===== src/rtl/box_overlay.sv =====
// Rectangle border overlay on a DVI-style video stream.
// Four-stage pipeline with a frame-lock FSM gating the overlay.
module box_overlay #(
  parameter logic [11:0] BOX_X0    = 12'd100,
  parameter logic [11:0] BOX_Y0    = 12'd100,
  parameter logic [11:0] BOX_W     = 12'd200,
  parameter logic [11:0] BOX_H     = 12'd100,
  parameter logic [11:0] THICK     = 12'd2,
  parameter logic [23:0] BOX_COLOR = 24'hFF0000
) (
  input  logic        pixel_clk,
  input  logic        aresetn,
  input  logic        hsync_in,
  input  logic        vsync_in,
  input  logic        vde_in,
  input  logic [23:0] pixel_in,
  output logic        hsync_out,
  output logic        vsync_out,
  output logic        vde_out,
  output logic [23:0] pixel_out,
  output logic        frame_locked
);

  typedef enum logic [1:0] {
    SEARCH,
    ALIGN,
    LOCKED
  } lock_state_t;

  localparam logic [11:0] CMAX = 12'hFFF;

  // Box edges widened to 13 bits so far edges never wrap.
  localparam logic [12:0] XL  = {1'b0, BOX_X0};
  localparam logic [12:0] XR  = XL + {1'b0, BOX_W} - 13'd1;
  localparam logic [12:0] XLI = XL + {1'b0, THICK};
  localparam logic [12:0] XRO = XL + {1'b0, BOX_W};
  localparam logic [12:0] YT  = {1'b0, BOX_Y0};
  localparam logic [12:0] YB  = YT + {1'b0, BOX_H} - 13'd1;
  localparam logic [12:0] YTI = YT + {1'b0, THICK};
  localparam logic [12:0] YBO = YT + {1'b0, BOX_H};
  localparam logic [12:0] TK  = {1'b0, THICK};

  lock_state_t state;

  logic        hs1, vs1, de1;
  logic [23:0] px1;
  logic [11:0] x1, y1;
  logic        hs2, vs2, de2;
  logic [23:0] px2;
  logic        inbox2, edge2;
  logic        hs3, vs3, de3;
  logic [23:0] px3;
  logic        bord3, lk3;

  logic [11:0] x_cnt, y_cnt;
  logic [11:0] first_w;
  logic        have_line, mismatch;

  logic        vs_rise, de_fall, good;
  logic [12:0] xw, yw;
  logic        in_x, in_y, edge_x, edge_y;

  assign vs_rise = vsync_in & ~vs1;
  assign de_fall = ~vde_in & de1;
  assign good    = have_line & ~mismatch;

  assign xw     = {1'b0, x1};
  assign yw     = {1'b0, y1};
  assign in_x   = (xw >= XL) && (xw <= XR);
  assign in_y   = (yw >= YT) && (yw <= YB);
  assign edge_x = (xw < XLI) || ((xw + TK) >= XRO);
  assign edge_y = (yw < YTI) || ((yw + TK) >= YBO);

  always_ff @(posedge pixel_clk or negedge aresetn) begin
    if (!aresetn) begin
      x_cnt <= '0;
      y_cnt <= '0;
    end else begin
      if (vde_in)
        x_cnt <= (x_cnt == CMAX) ? x_cnt : x_cnt + 12'd1;
      else if (de_fall)
        x_cnt <= '0;
      if (vs_rise)
        y_cnt <= '0;
      else if (de_fall)
        y_cnt <= (y_cnt == CMAX) ? y_cnt : y_cnt + 12'd1;
    end
  end

  always_ff @(posedge pixel_clk or negedge aresetn) begin
    if (!aresetn) begin
      hs1 <= 1'b0; vs1 <= 1'b0; de1 <= 1'b0;
      px1 <= '0; x1 <= '0; y1 <= '0;
      hs2 <= 1'b0; vs2 <= 1'b0; de2 <= 1'b0;
      px2 <= '0; inbox2 <= 1'b0; edge2 <= 1'b0;
      hs3 <= 1'b0; vs3 <= 1'b0; de3 <= 1'b0;
      px3 <= '0; bord3 <= 1'b0; lk3 <= 1'b0;
      hsync_out <= 1'b0;
      vsync_out <= 1'b0;
      vde_out   <= 1'b0;
      pixel_out <= '0;
    end else begin
      hs1 <= hsync_in; vs1 <= vsync_in; de1 <= vde_in;
      px1 <= pixel_in; x1 <= x_cnt; y1 <= y_cnt;
      hs2 <= hs1; vs2 <= vs1; de2 <= de1;
      px2 <= px1;
      inbox2 <= in_x & in_y;
      edge2  <= edge_x | edge_y;
      hs3 <= hs2; vs3 <= vs2; de3 <= de2;
      px3 <= px2;
      bord3 <= inbox2 & edge2;
      lk3   <= frame_locked;
      hsync_out <= hs3;
      vsync_out <= vs3;
      vde_out   <= de3;
      pixel_out <= (de3 & lk3 & bord3) ? BOX_COLOR : px3;
    end
  end

  // Line-width statistics restart at every vsync rising edge.
  always_ff @(posedge pixel_clk or negedge aresetn) begin
    if (!aresetn) begin
      state        <= SEARCH;
      frame_locked <= 1'b0;
      first_w      <= '0;
      have_line    <= 1'b0;
      mismatch     <= 1'b0;
    end else if (vs_rise) begin
      first_w   <= '0;
      have_line <= 1'b0;
      mismatch  <= 1'b0;
      unique case (state)
        SEARCH: begin
          state        <= ALIGN;
          frame_locked <= 1'b0;
        end
        ALIGN, LOCKED: begin
          state        <= good ? LOCKED : SEARCH;
          frame_locked <= good;
        end
        default: begin
          state        <= SEARCH;
          frame_locked <= 1'b0;
        end
      endcase
    end else if (de_fall) begin
      if (!have_line) begin
        first_w   <= x_cnt;
        have_line <= 1'b1;
      end else if (x_cnt != first_w) begin
        mismatch <= 1'b1;
      end
    end
  end

endmodule


===== config.mk =====
export PLATFORM = sky130hd
export DESIGN_NAME = box_overlay
export DESIGN_NICKNAME = d
export VERILOG_FILES = /design/src/rtl/box_overlay.sv
export SDC_FILE = /design/constraint.sdc
export NUM_CORES = 1
export LEC_CHECK = 0
export BUFFER_PORTS_ARGS = -buffer_cell sky130_fd_sc_hd__buf_4
export CORE_AREA = 2 2 119 121
export DETAILED_ROUTE_END_ITERATION = 12
export DIE_AREA = 0 0 121 123
export HOLD_SLACK_MARGIN = 0.03
export PLACE_DENSITY = 0.64
export SYNTH_ARGS = -nofsm -noshare
export SYNTH_HDL_FRONTEND = slang
export SYNTH_SLANG_ARGS = --single-unit

===== constraint.sdc =====
create_clock -name pixel_clk -period 3.75 [get_ports pixel_clk]
set_clock_uncertainty 0.1 [all_clocks]
set_input_delay 0.75 -clock pixel_clk [delete_from_list [all_inputs] [get_ports pixel_clk]]
set_output_delay 0.75 -clock pixel_clk [all_outputs]
set_load 0.005 [all_outputs]

# [After elaboration in Yosys (flattened, before gate mapping)]
# Index checks and enable logic that the tools add are counted.
[totals] register_bits=177 in_bits=29 output_inout_bits=28 word_cells=93
[classes] add_sub_neg=4 order_cmp=8 n_eq_ne=8 n_mux=19 bitwise_logic=11 n_reduce_logical=14
[op_table] op="12-bit two-way mux" count=9
[op_table] op="12-bit by 2-bit adder with 13-bit output (second input constant)" count=2
[op_table] op="12-bit by 1-bit adder with 12-bit output (second input constant)" count=2
[op_table] op="12-bit == test (second input constant)" count=2
[op_table] op="12-bit by 7-bit >= comparator with 1-bit output (second input constant)" count=2
[op_table] op="12-bit by 7-bit < comparator with 1-bit output (second input constant)" count=2
[op_table] op="24-bit two-way mux" count=1
[op_table] op="13-bit by 8-bit >= comparator with 1-bit output (second input constant)" count=1
[op_table] op="13-bit by 9-bit >= comparator with 1-bit output (second input constant)" count=1
[op_table] op="12-bit by 8-bit less-or-equal comparator with 1-bit output (second input constant)" count=1
[op_table] op="12-bit by 9-bit less-or-equal comparator with 1-bit output (second input constant)" count=1
[op_table] op="12-bit != test" count=1
[op_table] op="2-bit nonzero test" count=4
[op_table] op="1-bit bitwise AND" count=7
[op_table] op="1-bit two-way mux" count=7
[op_table] op="2-bit AND reduction" count=3
[op_table] op="2-bit != test (second input constant)" count=2
[op_table] op="2-bit case mux with 2 select lines" count=1
[op_table] op="1-bit NOT" count=3
[op_table] op="3-bit AND reduction" count=1
[op_table] op="2-bit by 1-bit == test with 1-bit output (second input constant)" count=1
[op_table] op="2-bit == test (second input constant)" count=1
[op_table] op="1-bit logical AND" count=2
[op_table] op="2-bit logical NOT" count=1
[op_table] op="5 further kinds" count=6

# [Longest topological paths before layout]
# Gate-level depths: netlist of the first run.
[depth] ltp_word=5 ltp_mapped=7 mapped_depth_nobuf=7

# [Least setup slack after synthesis of the first run]
# OpenSTA, ideal clock, no wires.
[synth_path] kind="input -> register" from="input port vde_in" to="register y_cnt[11]" setup_time_ns=0.132 t_arrival_ns=1.676 required_ns=3.518 slack_ns=1.842 stages=6 n_path_buf=1 cell_sequence="nor2b_1 > buf_2 > nand4_1 > and4bb_1 > xnor2_1 > nor2_1"
[synth_between] elab_chain_len=4
[synth_rtl] item="start, declared" line="15" rtl="input logic vde_in,"
[synth_rtl] item="1-bit NOT" line="64" rtl="assign de_fall = ~vde_in & de1;"
[synth_rtl] item="1-bit bitwise AND" line="64"
[synth_rtl] item="2-bit nonzero test (no line)"
[synth_rtl] item="2-bit AND reduction (no line)"
[synth_rtl] item="end signal, assigned" line="86" rtl="y_cnt <= (y_cnt == CMAX) ? y_cnt : y_cnt + 12'd1;"
[synth_rtl] item="end, declared" line="55" rtl="logic [11:0] x_cnt, y_cnt;"
# No other way between the ends.
# A chain may end at the register's enable or synchronous reset.

# [Final worst setup path of the first run]
[layout_path] from="register x_cnt[0]" to="register x_cnt[7]"
[layout_between] elab_chain_len=3 elab_cells_between_ends=6 classes_between="add/sub (1); eq/ne (2); mux (2); reduce/logical (1)"
[layout_rtl] item="start, declared" line="55"
[layout_rtl] item="start signal, assigned" line="80" rtl="x_cnt <= (x_cnt == CMAX) ? x_cnt : x_cnt + 12'd1;"
[layout_rtl] item="12-bit by 1-bit adder with 12-bit output or 12-bit == test (tied branches)" line="80"
[layout_rtl] item="12-bit two-way mux or 2-bit != test (tied branches)"
[layout_rtl] item="12-bit two-way mux or 2-bit AND reduction (tied branches)"
# Parallel ways exist; a longest one is shown, timed or not. The select of a mux whose other input is x is not followed.

==> results by group, run 1 <==
Global routing
  • Largest net degree at the start of global routing: 90
  • Vias in the first global route: 3507
  • Initial antenna violation count: 0
  • Gr usage total: 0.150
  • Gr ovfl total: 0
  • First-pass GRT wire length: 16900 um

STA
  • Relative slew margins: 0.484
  • Setup Viol. Count Final: 0
  • Setup tns final: 0 ps
  • Worst Tran Pin Value: 774 ps
  • Post-route minimum period: 2000 ps
  • Final worst setup slack: 1750 ps
  • Final period utilization: 0.533
  • Final Hold Vio Count: 0
  • RSZ-0062 raised after global routing: no
  • Peak Freq: 501 MHz
  • Slew Limit Fails: 0
  • Hold Worst Slack: 244 ps

Placed design
  • Placed cell areas: 6640 um^2
  • Buffers on Ports: 56
  • Final Wtd Congestion: 0.849
  • HPWL after detailed placement: 6630 um
  • Placement Setup Slack: 1420 ps

Drt
  • Length of the first detailed-routing pass in iterations: 6
  • Post-Route WL: 10000 um
  • Wirelength per Cell: 14.3 um
  • DRC violations left: 0
  • DR vias/cell: 4.98
  • First DRT Iteration DRCs: 198
  • Uppermost routed layer: met4
  • WL met2: 4950 um
  • M1 WL: 4470 um
  • DR vias: 3508
  • DRT antenna net count: 0
  • Met3 wire len: 441 um

Cells and area
  • Nets: 546
  • Area Overhead vs Synth: 20.1%
  • Fraction of layout cells with a size suffix above 1: 0.185
  • # diodes: 0
  • Utilization after layout: 0.529
  • Final Instance Area: 7200 um^2

Synthesis
  • YS warnings: 0
  • Largest cells by area after synthesis: dfrtp_1, nand2_1, xor2_1
  • Post-synth top flop: dfrtp_1
  • Asr flop ratio synth: 1.00
  • Post-synthesis area per instance: 13.5 um^2
  • Most common cell in the netlist: dfrtp_1
  • Mapped cell area: 5990 um^2
  • Register area share after synthesis: 0.735
  • Mapped Cells: 444
  • Number of flops mapped to enable cells by yosys: 0
  • Top cells by count, synth: dfrtp_1, nand2_1, nor2_1
  • Syn Nets: 479
  • Unique masters post-synth: 45
  • Yosys top cell by area: dfrtp_1
  • Synthesis-stage register bit count: 176
  • Share of the synthesized area in the top cell type: 0.735

Floorplanning
  • Die Area: 14900 um^2
  • Core box area: 13600 um^2
  • Rows: 43
  • I/O pin total: 57
  • Starting Density: 0.440
  • Die Wd: 121 um
  • Chip height: 123 um

Pwr
  • Pleak: 3.33 nW
  • Pwr dens: 555 nW/um^2
  • Peak supply drop: 245 uV

Setup path
  • Crit-path cells: ha_1, nand3_1, o41a_1, nand3_1, nand3_1, o21ai_1
  • Critical path depth: 6
  • Setup Crit Path Kind: flip-flop to flip-flop
  • Launch point of the worst path: x_cnt[0]
  • Critical path capture point type: flip-flop
  • Crit path DAT: 2240 ps
  • Reg2reg end: x_cnt[7]
  • Critical Path RT: 4000 ps
  • CP Launch Type: flip-flop
  • Crit path max fanout: 8
  • CP Buf/Inv Count: 0
  • R2R cell count: 6
  • Worst R2R Start: x_cnt[0]
  • Worst path top cell family by delay: compound AO/OA/AOI/OAI gates
  • Worst R2R Setup Slack: 1750 ps
  • Setup crit end: x_cnt[7]
  • Slowest-stage cell, CP: dfrtp_1
  • Cell seen most often among critical-path stages: nand3_1
  • Critical path's largest stage delay: 550 ps

Clocking
  • H-tree depth: 4
  • Cts hold-fix bufs: 0
  • Setup repair bufs after CTS: 0
  • TritonCTS clock tree: yes
  • Skew-Pair Late Insertion Delay: 420 ps
  • Worst-path clk slew: 70 ps
  • Clock sink count: 176
  • CTS Root Cell: clkbuf_16
  • Post-CTS sizing: 0
  • Clock buffer count from CTS: 17
  • CTS Buffer Depth: 2

Run
  • Max Cap Viol: 0

Hold path
  • Hold-critical path depth: 0
  • Worst Hold Class: flip-flop to flip-flop

Outcome
  • Outcome: finished clean
worst min-delay path by stage:
stage,start,end,slack (ps)
global route,px2[11],px3[11],250
global placement,px2[0],px3[0],230
CTS,px2[10],px3[10],250
detailed placement,px1[12],px2[12],230
finish,px2[21],px3[21],240
floorplan,de2,de3,230
layout make-up:
type,instances,area (um^2)
Inverter,6,22.5
Fill cell,1156,6420
Timing Repair Buffer,60,467
Clock inverter,11,97.6
Sequential cell,176,4400
Multi-Input combinational cell,250,1520
Clock buffer,21,460
Tap cell,180,225
layer usage:
metal	vias to the layer above	global-route usage
met5	-	0
met4	0	0.0778
met3	17	0.0429
met2	83	0.235
met1	1756	0.191
li1	1652	-
cell usage in the layout (no fill, tap or decap), types with 6 or more instances in the layout:
cell type,instances
ha_1,6
xor2_1,13
o21ai_0,7
clkbuf_16,17
xnor2_1,9
dfrtp_1,176
nand2b_1,14
nand2_1,41
nand3_1,15
nor2_1,28
and2_1,17
buf_4,58
nand4_1,6
nor3_1,10
a21oi_1,20
a31oi_1,9
registers in the layout (all words and copies together) (netlist names), 11 cells and up:
register and cells:
x_cnt 12, px2 24, px3 24, first_w 12
x1 12, pixel_out 24, y_cnt 12, y1 11
px1 24
stage by stage:
step                power [mW]  std cells
finish                    3.99        704
global route              4.19        704
CTS                       4.05        704
detailed placement        2.40        672
global placement          2.39        672
floorplan                 2.25        444
report_power, final:
part	switching, mW	total [mW]	internal, mW
Sequential	0.0975	2.11	2.02
Clock	0.729	1.63	0.902
Combinational	0.133	0.250	0.117
Total	0.959	3.99	3.04
cell families after synthesis:
logic type	count (synthesis)	share of synthesized area
xor+xnor	22	0.0322
compound gates	59	0.0637
mux	5	0.00835
flops	176	0.735
buf+inv	18	0.0117
simple gates	158	0.137
fa+ha+maj	6	0.0125
No activity file was read; power rests on OpenSTA's default activity.
==> inputs of run 2 (changes only) <==
==> constraint.sdc (replaced) <==
create_clock -name pixel_clk -period 2 [get_ports pixel_clk]
set_clock_uncertainty 0.1 [all_clocks]
set_input_delay 0.4 -clock pixel_clk [delete_from_list [all_inputs] [get_ports pixel_clk]]
set_output_delay 0.4 -clock pixel_clk [all_outputs]
set_load 0.005 [all_outputs]
==> run 2 against run 1 <==
- sequential power increased by 86%
- clock-buffer cell count unchanged
- clock power increased by 79%
- setup slack got worse by 1700 ps
- via count increased by 3.1%
- non-clock buffer count increased by 42
- die area unchanged
- highest routed layer unchanged
- critical path type unchanged
- combinational power increased by 140%
==> results by group, run 2 (synthesized netlist as in run 1, its figures left out) <==
Clocking
  • Clock buffer count from CTS: 17
  • H-tree depth: 4
  • CTS Buffer Depth: 2
  • Clock sink count: 176
  • CTS Root Cell: clkbuf_16
  • Setup repair bufs after CTS: 0
  • TritonCTS clock tree: yes
  • Worst-path clk slew: 60 ps
  • Skew-Pair Late Insertion Delay: 420 ps

Floorplanning
  • Die Wd: 121 um
  • Core box area: 13600 um^2
  • Starting Density: 0.440
  • Die Area: 14900 um^2
  • I/O pin total: 57
  • Chip height: 123 um
  • Rows: 43

Setup path
  • Slowest-stage cell, CP: dfrtp_1
  • Crit path max fanout: 5
  • CP Buf/Inv Count: 0
  • Critical Path RT: 2200 ps
  • CP Launch Type: flip-flop
  • Critical path capture point type: flip-flop
  • Crit path DAT: 2120 ps
  • Setup Crit Path Kind: flip-flop to flip-flop
  • Worst path top cell family by delay: compound AO/OA/AOI/OAI gates
  • Crit-path cells: ha_1, and2_2, nand3b_1, o211ai_1, a221o_1, a221o_1
  • Critical path's largest stage delay: 410 ps
  • Cell seen most often among critical-path stages: a221o_1

Pwr
  • Power Total: 7.43 mW
  • Pwr dens: 981 nW/um^2
  • Peak supply drop: 487 uV
  • Pleak: 3.50 nW

Cells and area
  • # diodes: 0
  • Post-Layout Cell Count: 746
  • Most common cell after layout, fill and taps aside: dfrtp_1
  • Final Instance Area: 7580 um^2
  • Fraction of layout cells with a size suffix above 1: 0.196
  • Area Overhead vs Synth: 26.5%
  • Nets: 588
  • Commonest cells after routing, fill and taps aside: dfrtp_1, buf_4, nand2_1, nor2_1, dlygate4sd3_1

Drt
  • First DRT Iteration DRCs: 230
  • DR vias/cell: 4.85
  • DRT antenna net count: 0
  • DR vias: 3618
  • DRC violations left: 0
  • Post-Route WL: 10100 um
  • Wirelength per Cell: 13.5 um
  • Length of the first detailed-routing pass in iterations: 4

STA
  • Final period utilization: 0.957
  • Peak Freq: 523 MHz
  • RSZ-0062 raised after global routing: no
  • Final Hold Vio Count: 0
  • Post-route minimum period: 1910 ps
  • Worst Tran Pin Value: 558 ps
  • Relative slew margins: 0.625
  • Setup Viol. Count Final: 0
  • Slew Limit Fails: 0
  • Setup tns final: 0 ps

Placed design
  • Placed cell areas: 6780 um^2
  • Dpl cells: 687
  • HPWL after detailed placement: 6680 um
  • Final Wtd Congestion: 0.890
  • Buffers on Ports: 56

Global routing
  • First-pass GRT wire length: 17200 um
  • Vias in the first global route: 3603
  • Largest net degree at the start of global routing: 44
  • Gr usage total: 0.149
  • Initial antenna violation count: 0
  • Gr ovfl total: 0

Run
  • Max Cap Viol: 0

Hold path
  • Worst Hold Class: input pin to flip-flop

Outcome
  • Outcome: finished clean
-- run 2: timing repair --
item	4_1_cts	5_1_grt
gates resized for setup	0	0
hold buffers	27	0
hold endpoints to repair	63	0
-- run 2: final timing paths --
path,end,depth (start not counted),slack (ps),from
worst max-delay path,edge2,6,90,x1[2]
worst min-delay path,de1,1,110,vde_in
worst max register to register,edge2,6,90,x1[2]
worst min register to register,px2[6],0,240,px1[6]
max in group asynchronous,pixel_out[23],3,890,aresetn
min in group asynchronous,px2[2],2,370,aresetn
-- run 2: metal layers --
| metal | share of wire | track usage | up-vias |
|---|---|---|---|
| met5 | 0 | 0 | - |
| met4 | 0.024 | 0.0756 | 0 |
| met3 | 0.043 | 0.0378 | 22 |
| met2 | 0.46 | 0.226 | 80 |
| met1 | 0.47 | 0.202 | 1772 |
| li1 | - | - | 1744 |
-- run 2: cell type report --
class                           instances  area [um^2]
Fill cell                            1115         6030
Sequential cell                       176         4400
Multi-Input combinational cell        250         1520
Timing Repair Buffer                  102          875
Clock buffer                           21          450
Tap cell                              180          225
Clock inverter                         11         82.6
Inverter                                6         22.5
-- run 2: through the flow --
| stage | hold slack (ps) | utilization | setup WS, ps |
|---|---|---|---|
| global route | 100 | 0.557 | 14.9 |
| floorplan | 4.41 | - | 211 |
| CTS | 87.4 | 0.557 | 88.8 |
| global placement | 232 | 0.498 | 156 |
| detailed placement | 235 | 0.498 | 90.4 |
| finish | 109 | 0.557 | 86.6 |
-- run 2: worst register-to-register path, cell delays in order, from the launching register on --
cell and delay, ps:
dfrtp_1 410, ha_1 220, and2_2 180, nand3b_1 120, o211ai_1 100, a221o_1 370, a221o_1 310
-- run 2: power breakdown --
| part | internal, mW | total [mW] | switching, mW |
|---|---|---|---|
| combinational | 0.288 | 0.588 | 0.300 |
| clock | 1.62 | 2.92 | 1.29 |
| sequential | 3.78 | 3.93 | 0.145 |
==> inputs of run 3 (changes only) <==
--- a/config.mk
+++ b/config.mk
@@ -10,7 +10,7 @@
 export DETAILED_ROUTE_END_ITERATION = 12
 export DIE_AREA = 0 0 121 123
 export HOLD_SLACK_MARGIN = 0.03
-export PLACE_DENSITY = 0.64
+export PLACE_DENSITY = 0.67
 export SYNTH_ARGS = -nofsm -noshare
 export SYNTH_HDL_FRONTEND = slang
 export SYNTH_SLANG_ARGS = --single-unit
==> constraint.sdc (replaced) <==
create_clock -name pixel_clk -period 1.6 [get_ports pixel_clk]
set_clock_uncertainty 0.1 [all_clocks]
set_input_delay 0.32 -clock pixel_clk [delete_from_list [all_inputs] [get_ports pixel_clk]]
set_output_delay 0.32 -clock pixel_clk [all_outputs]
set_load 0.005 [all_outputs]
==> run 3 against run 2 <==
- the flow now finishes with violations (setup timing)
- sequential share of layout area shrank 4.8 points
- sequential power grew 25%
- largest power group unchanged
- non-clock buffer count grew 57
- critical endpoint unchanged
==> results by group, run 3 (synthesized netlist as in run 1, its figures left out) <==
Outcome
  • Outcome: complete, but fails checks
  • Failing checks: setup timing

Run
  • Max Cap Viol: 0

STA
  • Relative slew margins: 0.711
  • Setup Viol. Count Final: 5
  • Post-route minimum period: 1770 ps
  • RSZ-0062 raised after global routing: yes
  • Slew Limit Fails: 0
  • Final worst setup slack: -174 ps
  • Worst Tran Pin Value: 433 ps
  • Hold Worst Slack: 132 ps
  • Final period utilization: 1.11
  • Peak Freq: 564 MHz
  • Final Hold Vio Count: 0

Setup path
  • Crit path DAT: 1980 ps
  • Crit path max fanout: 3
  • Critical Path RT: 1800 ps
  • Critical path capture point type: flip-flop
  • Setup Crit Path Kind: flip-flop to flip-flop
  • CP Launch Type: flip-flop

Drt
  • WL met2: 5730 um
  • M1 WL: 5050 um
  • Uppermost routed layer: met4
  • DRT antenna net count: 0
  • Length of the first detailed-routing pass in iterations: 4
  • DRC violations left: 0
  • DR vias/cell: 4.85
  • Met3 wire len: 494 um
  • First DRT Iteration DRCs: 256
  • Post-Route WL: 11400 um
  • Wirelength per Cell: 14.3 um
  • DR vias: 3894

Clocking
  • CTS Root Cell: clkbuf_16
  • TritonCTS clock tree: yes
  • Clock buffer count from CTS: 17
  • Clock sink count: 176
  • Skew-Pair Late Insertion Delay: 420 ps
  • CTS Buffer Depth: 2
  • H-tree depth: 4
  • Worst-path clk slew: 60 ps

Global routing
  • Initial antenna violation count: 0
  • Gr ovfl total: 0
  • First-pass GRT wire length: 18600 um
  • Vias in the first global route: 3928
  • Gr usage total: 0.163
  • Largest net degree at the start of global routing: 39

Floorplanning
  • Rows: 43
  • Die Wd: 121 um
  • Core box area: 13600 um^2
  • Die Area: 14900 um^2
  • I/O pin total: 57
  • Starting Density: 0.440
  • Chip height: 123 um

Pwr
  • Pleak: 3.83 nW
  • Pwr dens: 1190 nW/um^2
  • Peak supply drop: 691 uV

Cells and area
  • Nets: 645
  • Post-Layout Cell Count: 803
  • Area Overhead vs Synth: 38.0%
  • Final Instance Area: 8270 um^2
  • Fraction of layout cells with a size suffix above 1: 0.331
  • Commonest cells after routing, fill and taps aside: dfrtp_1, buf_4, nand2_1, dlygate4sd3_1, nor2_1
  • # diodes: 0
  • Most common cell after layout, fill and taps aside: dfrtp_1

Placed design
  • Buffers on Ports: 56
  • HPWL after detailed placement: 7360 um
  • Placement Setup Slack: -220 ps
  • Placed cell areas: 7110 um^2
  • Final Wtd Congestion: 0.857
  • Dpl cells: 728

Hold path
  • Worst Hold Class: input pin to flip-flop
-- run 3: changes by cell type in the layout (fill, tap and decap cells not counted), moves of 4 or more --
cell,change
buf_4,+50
nand3_1,-6
buf_6,+5
dfrtp_1,-5
ha_1,-4
dfrtp_2,+5
nand3_2,+6
-- run 3: where the power goes --
group | switching [mW] | leakage, nW | total, mW | internal, mW
sequential | 0.196 | 2.18 | 4.93 | 4.73
combinational | 0.474 | 1.38 | 1.04 | 0.570
clock | 1.71 | 0.272 | 3.89 | 2.17
total | 2.38 | 3.83 | 9.86 | 7.48
-- run 3: worst max-delay path, cell delays in order, from the launching register on --
cell and delay, ps:
dfrtp_2 450, ha_4 180, and2_4 170, xnor2_2 110, a31oi_1 90, a221o_1 260, a221o_1 310
-- run 3: routing by layer --
layer | GRT usage | up-vias
li1 | - | 1850
met1 | 0.210 | 1927
met5 | 0 | -
met3 | 0.0443 | 20
met4 | 0.0719 | 0
met2 | 0.260 | 97
-- run 3: what timing repair did --
action,4_1_cts,5_1_grt
hold buffers,28,0
gates resized for setup,11,36
pin swaps,10,29
buffers inserted,6,10
setup endpoints to repair,11,23
endpoints found under the hold margin,60,0
-- run 3: cell type report --
class                      count  area [um^2]
tap                          180          225
multi-input combinational    250         1720
sequential                   176         4410
clock inverter                13          126
timing repair buffer         159         1340
clock buffer                  19          433
inverter                       6         22.5
fill                        1051         5340
-- run 3: metrics by stage --
step | TNS, ps | util | power [mW]
after floorplan | -136 | - | 5.28
after global placement | -305 | 0.523 | 5.75
after detailed placement | -533 | 0.523 | 5.79
after CTS | -373 | 0.591 | 9.88
after global routing | -966 | 0.608 | 10.3
final | -358 | 0.608 | 9.86
-- run 3: worst paths after layout --
kind                       startpoint            to  slack [ps]  cells after the start
min in group asynchronous     aresetn  pixel_out[0]         270                      2
max in group asynchronous     aresetn      x_cnt[3]         610                      3
setup reg to reg                x1[1]         edge2        -170                      6
setup / recovery                x1[1]         edge2        -170                      6
hold reg to reg                px1[4]        px2[4]         240                      0
hold / removal               vsync_in  frame_locked         130                      4
